$ cat src/rtl/bram_fifo_ctrl.sv
// FIFO controller for an external simple-dual-port block RAM with a registered read port.
// A 2-entry output buffer hides the RAM read latency so one push and one pop can happen every cycle.
module bram_fifo_ctrl #(
    parameter int DW = 36,
    parameter int AW = 10
) (
    input  logic          clk,
    input  logic          rst_n,
    input  logic          clear,
    input  logic          s_valid,
    output logic          s_ready,
    input  logic [DW-1:0] s_data,
    output logic          m_valid,
    input  logic          m_ready,
    output logic [DW-1:0] m_data,
    output logic          ram_enA,
    output logic          ram_weA,
    output logic [AW-1:0] ram_addrA,
    output logic [DW-1:0] ram_dinA,
    output logic          ram_enB,
    output logic          ram_weB,
    output logic [AW-1:0] ram_addrB,
    input  logic [DW-1:0] ram_doutB,
    output logic [AW+1:0] level,
    output logic          full,
    output logic          empty
);

    localparam logic [AW:0] FULL_CNT = {1'b1, {AW{1'b0}}};
    localparam logic [AW:0] PTR_ONE  = {{AW{1'b0}}, 1'b1};

    logic [AW:0]   wPtr, rPtr, ramCnt;
    logic [1:0]    obufCnt;
    logic          inflight;
    logic [DW-1:0] obufHead, obufTail;
    logic          push, pop, issue, capture, credit;

    assign ramCnt  = wPtr - rPtr;
    assign full    = (ramCnt == FULL_CNT);
    assign s_ready = !full && !clear && rst_n;
    assign push    = s_valid && s_ready;

    assign m_valid = (obufCnt != 2'd0);
    assign m_data  = obufHead;
    assign pop     = m_valid && m_ready && !clear;

    // Reads only go out when the output buffer is guaranteed room for the return word.
    assign credit  = ({1'b0, obufCnt} + {2'b00, inflight}) < (3'd2 + {2'b00, pop});
    assign issue   = rst_n && !clear && (ramCnt != '0) && credit;
    // A word returning during a flush is dropped on the floor.
    assign capture = inflight && !clear;

    assign ram_enA   = push;
    assign ram_weA   = push;
    assign ram_addrA = wPtr[AW-1:0];
    assign ram_dinA  = s_data;
    assign ram_enB   = issue;
    assign ram_weB   = 1'b0;
    assign ram_addrB = rPtr[AW-1:0];

    assign level = {1'b0, ramCnt} + {{(AW+1){1'b0}}, inflight} + {{AW{1'b0}}, obufCnt};
    assign empty = (level == '0);

    always_ff @(posedge clk or negedge rst_n) begin
        if (!rst_n) begin
            wPtr     <= '0;
            rPtr     <= '0;
            inflight <= 1'b0;
            obufCnt  <= 2'd0;
        end else if (clear) begin
            wPtr     <= '0;
            rPtr     <= '0;
            inflight <= 1'b0;
            obufCnt  <= 2'd0;
        end else begin
            if (push)
                wPtr <= wPtr + PTR_ONE;
            if (issue)
                rPtr <= rPtr + PTR_ONE;
            inflight <= issue;
            if (capture && !pop)
                obufCnt <= obufCnt + 2'd1;
            else if (!capture && pop)
                obufCnt <= obufCnt - 2'd1;
        end
    end

    // Head always holds the oldest word; tail is only used while two words are buffered.
    always_ff @(posedge clk or negedge rst_n) begin
        if (!rst_n) begin
            obufHead <= '0;
            obufTail <= '0;
        end else begin
            case ({capture, pop})
                2'b10: begin
                    if (obufCnt == 2'd0)
                        obufHead <= ram_doutB;
                    else
                        obufTail <= ram_doutB;
                end
                2'b01: obufHead <= obufTail;
                2'b11: begin
                    if (obufCnt == 2'd1) begin
                        obufHead <= ram_doutB;
                    end else begin
                        obufHead <= obufTail;
                        obufTail <= ram_doutB;
                    end
                end
                default: ;
            endcase
        end
    end

endmodule

$ cat config.mk
export PLATFORM = sky130hd
export DESIGN_NAME = bram_fifo_ctrl
export DESIGN_NICKNAME = d
export VERILOG_FILES = /design/src/rtl/bram_fifo_ctrl.sv
export SDC_FILE = /design/constraint.sdc
export NUM_CORES = 1
export LEC_CHECK = 0
export BUFFER_PORTS_ARGS = -buffer_cell sky130_fd_sc_hd__clkbuf_2
export CORE_MARGIN = 4
export CORE_UTILIZATION = 30
export DETAILED_ROUTE_END_ITERATION = 8
export PLACE_DENSITY = 0.57
export SLEW_MARGIN = 0
export SYNTH_ARGS = -nofsm -noshare
export SYNTH_HDL_FRONTEND = slang
export SYNTH_SLANG_ARGS = --single-unit
$ cat constraint.sdc
create_clock -name clk -period 7.09 [get_ports clk]
set_input_delay 0.709 -clock clk [delete_from_list [all_inputs] [get_ports clk]]
set_output_delay 0.709 -clock clk [all_outputs]
set_load 0.05 [all_outputs]
# Word level (Yosys, flattened, before mapping)
# Index checks and enable logic that the tools add are counted.
# totals
reg_bits,97
wordCells,64
ramBits,0
out_inout_bits,112
rom_bits,0
n_memories,0
input_bits,77
latchBits,0
# classes
n_reduce_logical,26
shifts,0
bitwise_logic,0
magnitude_cmp,1
mux,14
n_addsub,9
n_eq_ne,8
n_div,0
multipliers,0
# ops
op,n
$mux 36,4
$pmux 36 s3,1
$pmux 36 s2,1
$mux 11,4
$add 11x1->11 const B,2
$add 11x1->12,1
$add 12x2->12,1
$logic_not 12->1,1
$eq 11x11->1 const B,1
$logic_and 1x1->1,11
$reduce_bool 11->1,1
$sub 11x11->11,1
$reduce_bool 2->1,4
$mux 2,3
$ne 2x2->1 const B,3
$reduce_bool 3->1,2
$eq 2x1->1 const B,2
$eq 2x2->1 const B,2
$logic_not 1->1,4
$add 2x1->3,1
$add 2x1->3 const A,1
$lt 3x3->1,1
$reduce_and 3->1,1
$add 2x1->2 const B,1
other kinds (4),4

# Depth between registers and ports, before layout
# Gate-level depths: netlist of run 1.
# logic_depth
word_depth,8
ltp_mapped,13
depth_no_buf,12

# Least setup slack after synthesis of run 1
# No wires, ideal clock.
# synth_path
path_type,register to output
startpoint,register wPtr[0]
endpoint,output s_ready
n_path_buf,0
path_stages_with_launch,12
t_arrival_ns,3.265
path_slack_ns,3.116
cell_sequence,dfrtp_1 -> inv_1 -> ha_1 -> inv_1 -> fa_1 -> a211oi_4 -> o21bai_2 -> a211oi_2 -> xnor2_1 -> nor3_4 -> and3_1 -> nor2_1
# synth_via
elab_chain_cells,5
# synth_rtl
item,line,text
start: declaration,32,"logic [AW:0] wPtr, rPtr, ramCnt;"
start signal: assignment,77,wPtr <= wPtr + PTR_ONE;
$sub 11x11->11,38,assign ramCnt = wPtr - rPtr;
$eq 11x11->1,39,assign full = (ramCnt == FULL_CNT);
net full,25,"output logic full,"
$logic_not 1->1,40,assign s_ready = !full && !clear && rst_n;
$logic_and 1x1->1 (2 in a row),40,
end: declaration,11,"output logic s_ready,"
# The timed path passes the listed nets, and every way through them passes these cells.

# Worst setup path in the final report of run 1
# layout_path
startpoint,register wPtr[0]
endpoint,output ram_weA
# layout_via
elab_chain_cells,6
# layout_rtl
item,line,text
$sub 11x11->11,38,
$eq 11x11->1,39,
$logic_not 1->1,40,
$logic_and 1x1->1 (2 in a row),40,
$logic_and 1x1->1,41,assign push = s_valid && s_ready;
end: declaration,17,"output logic ram_weA,"
# Every way passes these cells.

==> results.txt, run 1 <==
Vias in the first global route = 4091
Post-synth top cells = dfrtp_1, nand2_1, buf_4
Synth area leader = dfrtp_1
Yosys cell types = 64
Row cnt = 49
Clk Latency, worst-skew pair = 0.34 ns
Gr usage total = 13.36%
Post-Syn Area per Cell = 10.05 µm²
Crit path max-delay cell type = a211oi_4
Pwr Density = 455.3 nW/µm²
Post-Synth XOR/XNOR Area = 3.918%
I/O pin total = 189
Worst Setup Start Kind = flop
Largest net degree at the start of global routing = 66
Post-synthesis compound-gate area fraction = 13.25%
YS warnings = 0
Worst Skew = 0.006736 ns
R2r startpoint = wPtr[0]
Register bit total from synthesis = 97
Wire per inst = 16.12 µm
Antenna viol nets, final = 0
Setup Crit Path Kind = flop to output port
GP Congestion = 0.8235
Leak = 3.093 nW
Worst path required time = 6.38 ns
Max-cap viol count = 0
Worst path arrival time = 3.53 ns
Count leader, synth = dfrtp_1
Total number of vias = 4071
Crit path cell chain = inv_1, ha_1, inv_1, fa_1, a211oi_4, o21ba_2, o221ai_1, a211oi_4, and2_1, a21oi_2, clkbuf_2
Area contributors post-synth = dfrtp_1, buf_4, mux2_2, nand2_1, a22oi_1
Max stage delay on crit path = 0.46 ns
First-pass GRT wire length = 21890 µm
DRT iter0 DRCs = 208
Mapped Area = 5589 µm²
Post-CTS setup buffer count = 0
Syn Nets = 653
Bufs on Longest Clock Path = 2
Root Driver = clkbuf_16
First-pass DRT Iterations = 4
Final min period = 4.241 ns
Setup violators final = 0
Worst hold path class = input port to asynchronous set/reset pin
Peak supply drop = 0.2604 mV
RSZ-0062 raised after global routing = no
Max_slew headroom = 45.06%
Sum of negative setup slack = 0 ns
Die area = 20880 µm²
CTS tree = done
Routed WL = 13620 µm
Antenna diodes = 0
Synth async-reset ratio = 100.0%
Drt via density = 4.818
Final nets = 708
Peak fanout along the critical path = 7
Die X = 144.5 µm
Clock-pin slew on the worst setup and hold paths = 0.07 ns
Crit end category = output port
Final hold viol count = 0
Post-synth EDFFs = 0
Fmax = 235.8 MHz
Outcome = finished clean
Total grt overflow = 0
Final period util = 59.82%
Adder-Cell Fraction of Synth Area = 4.880%
CP Launch Point = wPtr[0]
Post-synth top area share = 43.43%
Slack of the critical path = 2.849 ns
Synthesized instance count = 556
Reg2Reg Setup Slack = 3.59 ns
Die Height = 144.5 µm
Placed cell areas = 5998 µm²
Largest family of logic cells by synthesized area = simple AND/OR/NAND/NOR gates
Seq. cell area = 2427 µm²
Simple-gate share of the synthesized area = 15.02%
DP Worst Slack = 3.211 ns
DRC errors left = 0
Port bufs = 115
Worst slew pin tran = 0.8240 ns
DP HPWL = 9596 µm
Layout cell share with drive strength beyond 1 = 30.84%
Sink Count = 97
Design area = 6296 µm²
Post-cts sizing count = 0
R2R depth = 12
Area Growth Syn to Fin = 12.65%
Worst hold margin = 0.3238 ns
Core Region = 18150 µm²
CP endpoint = ram_weA
CTS buffer count = 9
Max-slew violations = 0
Initial antenna violation count = 0
Top_reg_cell synth = dfrtp_1
Cts hold-fix bufs = 0
Reg-to-reg critical path endpoint = rPtr[9]
Seq/Total Area, Yosys = 43.43%
Mux share of post-synthesis cell area = 8.529%
Starting density of the core = 30.80%
Fill cell count = 1899
# H-tree levels = 3
Multi-input logic area = 2567 µm²
==> metrics by stage <==
stage,std cells,util [%],total power (W)
4_1_cts,845,34.69,0.002906
5_1_grt,845,34.69,0.003060
6_report,845,34.69,0.002866
2_1_floorplan,556,-,0.002110
3_3_place_gp,829,33.05,0.002388
3_5_place_dp,829,33.05,0.002400
==> sequential cells by signal (all words and copies together), names as in the netlist <==
name      count
rPtr         11
wPtr         11
obufTail     36
inflight      1
m_data       36
obufCnt       2
==> cell usage in the layout (no fill, tap or decap), drive strengths merged, types with 4 or more instances in the layout <==
cell | synthesis | layout
a21oi | 13 | 13
mux2 | 37 | 37
ha | 17 | 17
a211oi | 10 | 10
o21ai | 8 | 8
nor2b | 4 | 4
xor2 | 7 | 7
xnor2 | 18 | 18
dfrtp | 97 | 97
and3 | 9 | 9
inv | 25 | 28
nand2b | 7 | 7
buf | 62 | 7
nand3 | 10 | 10
nor2 | 31 | 31
a22oi | 37 | 37
nand2 | 90 | 90
and2 | 6 | 6
mux2i | 6 | 6
clkbuf | 15 | 124
==> per-layer routing <==
| layer | track usage [%] | wire length (µm) | vias up |
|---|---|---|---|
| met1 | 17.37 | 6111 | 1942 |
| li1 | - | - | 1972 |
| met3 | 4.993 | 1146 | 36 |
| met4 | 4.369 | 310 | 0 |
| met2 | 20.60 | 6051 | 121 |
| met5 | 0 | 0 | - |
==> where the power goes <==
| part | total (W) | internal (W) | switching, W | leakage (nW) |
|---|---|---|---|---|
| Clock | 0.000490 | 0.000256 | 0.000234 | 0.148 |
| Combinational | 0.00149 | 0.000432 | 0.00106 | 1.71 |
| Sequential | 0.000888 | 0.000764 | 0.000123 | 1.23 |
| Total | 0.00287 | 0.00145 | 0.00141 | 3.09 |
==> how the worst min path moves through the flow <==
stage	to	from	cells past startpoint
finish	wPtr[1]	rst_n	1
global placement	m_data[2]	m_data[2]	2
floorplan	inflight	rst_n	0
CTS	wPtr[1]	rst_n	1
detailed placement	m_data[31]	m_data[31]	2
global route	m_data[7]	rst_n	1
==> layout make-up <==
cell class / instances / share of cell area (%)
clock buffers: 10 / 3.796
clock inverters: 6 / 0.9340
inverters: 25 / 1.490
multi-input cells: 357 / 40.78
flip-flops and latches: 97 / 38.55
well taps: 229 / 4.551
repair buffers: 121 / 9.897
==> critical path: cells and delay by family (launching register included) <==
kind                       cells  cell delay, ns
and+or+nand+nor                1            0.37
AOI/OAI and AO/OA              5            1.32
DFF                            1            0.44
adders and majority gates      2            0.61
buffers and inverters          3            0.44
==> kinds of logic (layout without fill, tap and decap cells) <==
kind of cell	count (synthesis)	in the layout
AO/OA/AOI/OAI	90	90
flip-flops	97	97
AND/OR/NAND/NOR	178	178
multiplexers	43	43
other	1	1
adder cells (fa/ha/maj)	20	20
XOR/XNOR	25	25
buffers and inverters	102	162
(Power assumes the default switching activity.)
==> run 2: changes to the inputs <==
--- a/config.mk
+++ b/config.mk
@@ -9,7 +9,7 @@
 export CORE_MARGIN = 4
 export CORE_UTILIZATION = 30
 export DETAILED_ROUTE_END_ITERATION = 8
-export PLACE_DENSITY = 0.57
+export PLACE_DENSITY = 0.59
 export SLEW_MARGIN = 0
 export SYNTH_ARGS = -nofsm -noshare
 export SYNTH_HDL_FRONTEND = slang
==> constraint.sdc (replaced) <==
create_clock -name clk -period 3.6 [get_ports clk]
set_input_delay 0.36 -clock clk [delete_from_list [all_inputs] [get_ports clk]]
set_output_delay 0.36 -clock clk [all_outputs]
set_load 0.05 [all_outputs]
==> results.txt, run 2 (synthesis results as in run 1) <==
Die area = 20880 µm²
Fmax = 289.2 MHz
Worst hold path class = input port to asynchronous set/reset pin
Wire per inst = 16.23 µm
Peak supply drop = 0.3983 mV
Worst Skew = 0.01543 ns
Setup violators final = 0
Max_slew headroom = 53.81%
Outcome = finished clean
Reg-to-reg critical path endpoint = rPtr[9]
Area Growth Syn to Fin = 17.30%
Crit path cell chain = inv_2, ha_4, inv_1, fa_2, ha_1, nor2b_1, o21ai_2, nor2_2, xor2_1, nor4b_2, and3_1, clkbuf_4
Max-slew violations = 0
Layout cell share with drive strength beyond 1 = 35.28%
First-pass DRT Iterations = 4
Root Driver = clkbuf_16
Worst path required time = 3.24 ns
Crit path max-delay cell type = fa_2
Peak fanout along the critical path = 4
Die X = 144.5 µm
Worst path arrival time = 3.10 ns
Antenna viol nets, final = 0
Bufs on Longest Clock Path = 2
Gr usage total = 13.51%
Cts hold-fix bufs = 0
Pwr Density = 912.6 nW/µm²
Leak = 3.208 nW
Multi-input logic area = 2645 µm²
Most frequent cells in the layout = clkbuf_2, dfrtp_1, nand2_1
Initial antenna violation count = 1
Max-cap viol count = 0
Sum of negative setup slack = 0 ns
Final min period = 3.458 ns
Drt via density = 4.825
GP Congestion = 0.8296
Antenna diodes = 0
First-pass GRT wire length = 22430 µm
Total grt overflow = 0
Vias in the first global route = 4224
Power, Total = 0.005983 W
Clk Latency, worst-skew pair = 0.35 ns
Final period util = 96.05%
# H-tree levels = 3
Core Region = 18150 µm²
DP HPWL = 10010 µm
Die Height = 144.5 µm
Commonest non-fill, non-tap cell in the layout = clkbuf_2
Sink Count = 97
Seq. cell area = 2429 µm²
Port bufs = 115
Setup Crit Path Kind = flop to output port
Total number of vias = 4154
Crit end category = output port
Row cnt = 49
Final hold viol count = 0
Max stage delay on crit path = 0.58 ns
Worst slew pin tran = 0.6928 ns
R2r startpoint = wPtr[0]
Worst Setup Start Kind = flop
Clock-pin slew on the worst setup and hold paths = 0.07 ns
Largest net degree at the start of global routing = 55
I/O pin total = 189
DRT iter0 DRCs = 160
Final nets = 724
CTS buffer count = 9
R2R depth = 15
Reg2Reg Setup Slack = 0.28 ns
Fill cell count = 1868
Starting density of the core = 30.80%
CTS tree = done
DRC errors left = 0
Routed WL = 13970 µm
run 2: cell types whose count changed in the layout (fill, tap and decap cells not counted), sizes merged:
cell,before,now
clkbuf,124,120
buf,7,27
clkinvlp,0,1
clkinv,3,1
bufinv,0,1
run 2: critical path: cells and delay by family (launching register included):
kind | cells | cell delay, ns
DFF | 1 | 0.44
xor gates and xnor gates | 1 | 0.18
adders and majority gates | 3 | 0.94
AOI/OAI and AO/OA | 1 | 0.16
and+or+nand+nor | 4 | 0.67
buffers and inverters | 3 | 0.35
run 2: cell type report:
cell class              count  area share (%)
flip-flops and latches     97           37.04
clock inverters             6           1.088
repair buffers            137           12.08
inverters                  25           1.431
well taps                 229           4.370
multi-input cells         357           40.34
clock buffers              10           3.645
run 2: power breakdown:
group          internal, W  leakage (nW)  total [W]  switching, W
Combinational      0.00106          1.83    0.00321       0.00216
Sequential         0.00151          1.23    0.00175      0.000242
Clock             0.000567         0.151    0.00102      0.000454
run 2: layer usage:
metal,share of wire (%),track usage [%],vias up
met3,8.0,4.894,25
met2,46,21.17,115
li1,-,-,1997
met1,45,17.97,2015
met5,0.13,0,-
met4,1.1,3.093,2
run 2: what timing repair did:
action                     CTS  global route
resized for setup           13            23
pin swaps                    7             8
setup buffers                6             5
setup endpoints to repair    9            11
run 2: how the worst max path moves through the flow:
| stage | end | slack [ns] | from | cells past startpoint |
|---|---|---|---|---|
| after floorplan | empty | 0.05 | wPtr[0] | 11 |
| after global placement | ram_enB | 0.24 | wPtr[0] | 11 |
| after detailed placement | ram_enB | 0.13 | wPtr[0] | 11 |
| after CTS | empty | 0.005 | wPtr[0] | 12 |
| after global routing | ram_weA | -0.03 | rPtr[0] | 11 |
| final | empty | 0.14 | wPtr[0] | 12 |
run 2: per-stage QoR:
step | instances | util, % | instance area (µm²) | hold WS, ns | worst slack (ns)
floorplan | 556 | - | 5592 | 0.06441 | 0.05454
global placement | 834 | 33.27 | 6038 | 0.4743 | 0.2379
detailed placement | 834 | 33.27 | 6038 | 0.4811 | 0.1316
CTS | 856 | 35.49 | 6441 | 0.1571 | 0.004784
global route | 861 | 36.13 | 6556 | 0.1860 | -0.03075
finish | 861 | 36.13 | 6556 | 0.1322 | 0.1422
==> run 3: changes to the inputs <==
--- a/config.mk
+++ b/config.mk
@@ -7,9 +7,9 @@
 export LEC_CHECK = 0
 export BUFFER_PORTS_ARGS = -buffer_cell sky130_fd_sc_hd__clkbuf_2
 export CORE_MARGIN = 4
-export CORE_UTILIZATION = 30
+export CORE_UTILIZATION = 46
 export DETAILED_ROUTE_END_ITERATION = 8
-export PLACE_DENSITY = 0.59
+export PLACE_DENSITY = 0.82
 export SLEW_MARGIN = 0
 export SYNTH_ARGS = -nofsm -noshare
 export SYNTH_HDL_FRONTEND = slang
==> results.txt, run 3 (synthesis results as in run 1) <==
Row cnt = 39
Worst Skew = 0.004393 ns
First-pass GRT wire length = 22140 µm
Sequential power share = 29.2%
Clock power share = 15.5%
Drt via density = 5.463
Max-slew violations = 0
Clk Latency, worst-skew pair = 0.35 ns
Antenna viol nets, final = 0
DRT iter0 DRCs = 282
Bufs on Longest Clock Path = 2
Fmax = 283.3 MHz
Outcome = finished clean
Max-cap viol count = 0
Placed insts = 748
P_sw = 0.002901 W
Reg2Reg Setup Slack = 0.29 ns
Slack of the critical path = 0.07074 ns
Final hold viol count = 0
Worst path arrival time = 3.17 ns
Worst slew pin tran = 1.204 ns
First-pass DRT Iterations = 4
Worst path required time = 3.24 ns
Starting density of the core = 47.92%
GP Congestion = 0.9034
Leak = 3.265 nW
Peak supply drop = 0.5776 mV
Die X = 118.2 µm
Layout cell share with drive strength beyond 1 = 36.39%
Sink Count = 97
Core Region = 11660 µm²
Area Growth Syn to Fin = 17.01%
Setup Crit Path Kind = flop to output port
Die Height = 118.2 µm
Crit end category = output port
Clock-pin slew on the worst setup and hold paths = 0.07 ns
Commonest non-fill, non-tap cell in the layout = clkbuf_2
DRC errors left = 0
Final period util = 98.04%
Design area = 6540 µm²
Final Instance Count excl. Fillers = 786
DP Worst Slack = 0.06622 ns
Wire per inst = 17.20 µm
Worst Setup Start Kind = flop
Max_slew headroom = 19.62%
Routed WL = 13520 µm
Placed cell areas = 5931 µm²
Antenna diodes = 0
R2R depth = 15
Vias in the first global route = 4491
DP HPWL = 9465 µm
Worst hold path class = input port to flop
Combinational power share = 55.3%
Final nets = 735
# H-tree levels = 3
CTS tree = done
Pwr Density = 920.7 nW/µm²
Final min period = 3.529 ns
I/O pin total = 189
Root Driver = clkbuf_16
Worst Hold Depth = 3
Die area = 13980 µm²
Initial antenna violation count = 0
Switching portion of total power = 48.17%
Peak fanout along the critical path = 6
CTS buffer count = 9
Port bufs = 115
Largest net degree at the start of global routing = 73
Total grt overflow = 0
Gr usage total = 19.45%
Fill cell count = 958
Setup violators final = 0
Total number of vias = 4294
Power Internal = 0.003121 W
Most frequent cells in the layout = clkbuf_2, dfrtp_1, nand2_1
## run 3: metal layers
layer / global-route usage (%) / part of all wire (%) / vias to the layer above / wire length (µm)
met5: 0 / 0 / - / 0
li1: - / - / 2014 / -
met3: 5.969 / 8.6 / 42 / 1167
met2: 32.48 / 48 / 156 / 6554
met4: 9.670 / 3.7 / 0 / 495
met1: 22.75 / 39 / 2082 / 5299
## run 3: final timing paths
path / startpoint / to
worst max-delay path: wPtr[0] / ram_enB
worst min-delay path: ram_doutB[20] / m_data[20]
worst max register to register: wPtr[0] / rPtr[9]
worst min register to register: m_data[29] / m_data[29]
max in group asynchronous: rst_n / m_data[12]
min in group asynchronous: rst_n / rPtr[6]
## run 3: power by group through the flow
stage	Combinational [W]	Clock [W]	Sequential, W
global route	0.00356	0.000995	0.00181
global placement	0.00291	0	0.00174
detailed placement	0.00299	0	0.00177
CTS	0.00316	0.000954	0.00176
floorplan	0.00175	0	0.00241
finish	0.00333	0.000931	0.00176
## run 3: final cells by class
class                      count  area, µm²  area share [%]
multi-input combinational    357       2668           40.79
sequential                    97       2429           37.13
timing repair buffer         148      887.1           13.56
clock buffer                   9      225.2           3.444
tap                          143      178.9           2.736
inverter                      25      93.84           1.435
clock inverter                 7      58.81          0.8992
## run 3: per-stage QoR
| step | TNS [ns] | hold slack [ns] | utilization, % | power (W) |
|---|---|---|---|---|
| after floorplan | 0 | 0.06441 | - | 0.004156 |
| after global placement | 0 | 0.2955 | 50.85 | 0.004645 |
| after detailed placement | 0 | 0.3031 | 50.85 | 0.004759 |
| after CTS | 0 | 0.2010 | 54.49 | 0.005869 |
| after global routing | -0.1802 | 0.2239 | 56.08 | 0.006367 |
| final | 0 | 0.2137 | 56.08 | 0.006022 |
## run 3: critical path, cell delays in order, from the launching register on
cell	delay [ns]
dfrtp_2	0.43
inv_2	0.09
ha_4	0.14
inv_2	0.04
fa_2	0.39
a211oi_4	0.25
buf_6	0.14
o21bai_4	0.09
a211oi_4	0.35
xnor2_4	0.21
nor4_4	0.09
buf_4	0.16
a21oi_4	0.25
buf_8	0.19
## run 3: repair_timing
action | 4_1_cts | 5_1_grt
endpoints found under the hold margin | 25 | 0
hold buffers | 1 | 0
pin swaps | 5 | 9
endpoints found under the setup margin | 9 | 11
buffers inserted | 6 | 15
gates resized for setup | 23 | 20
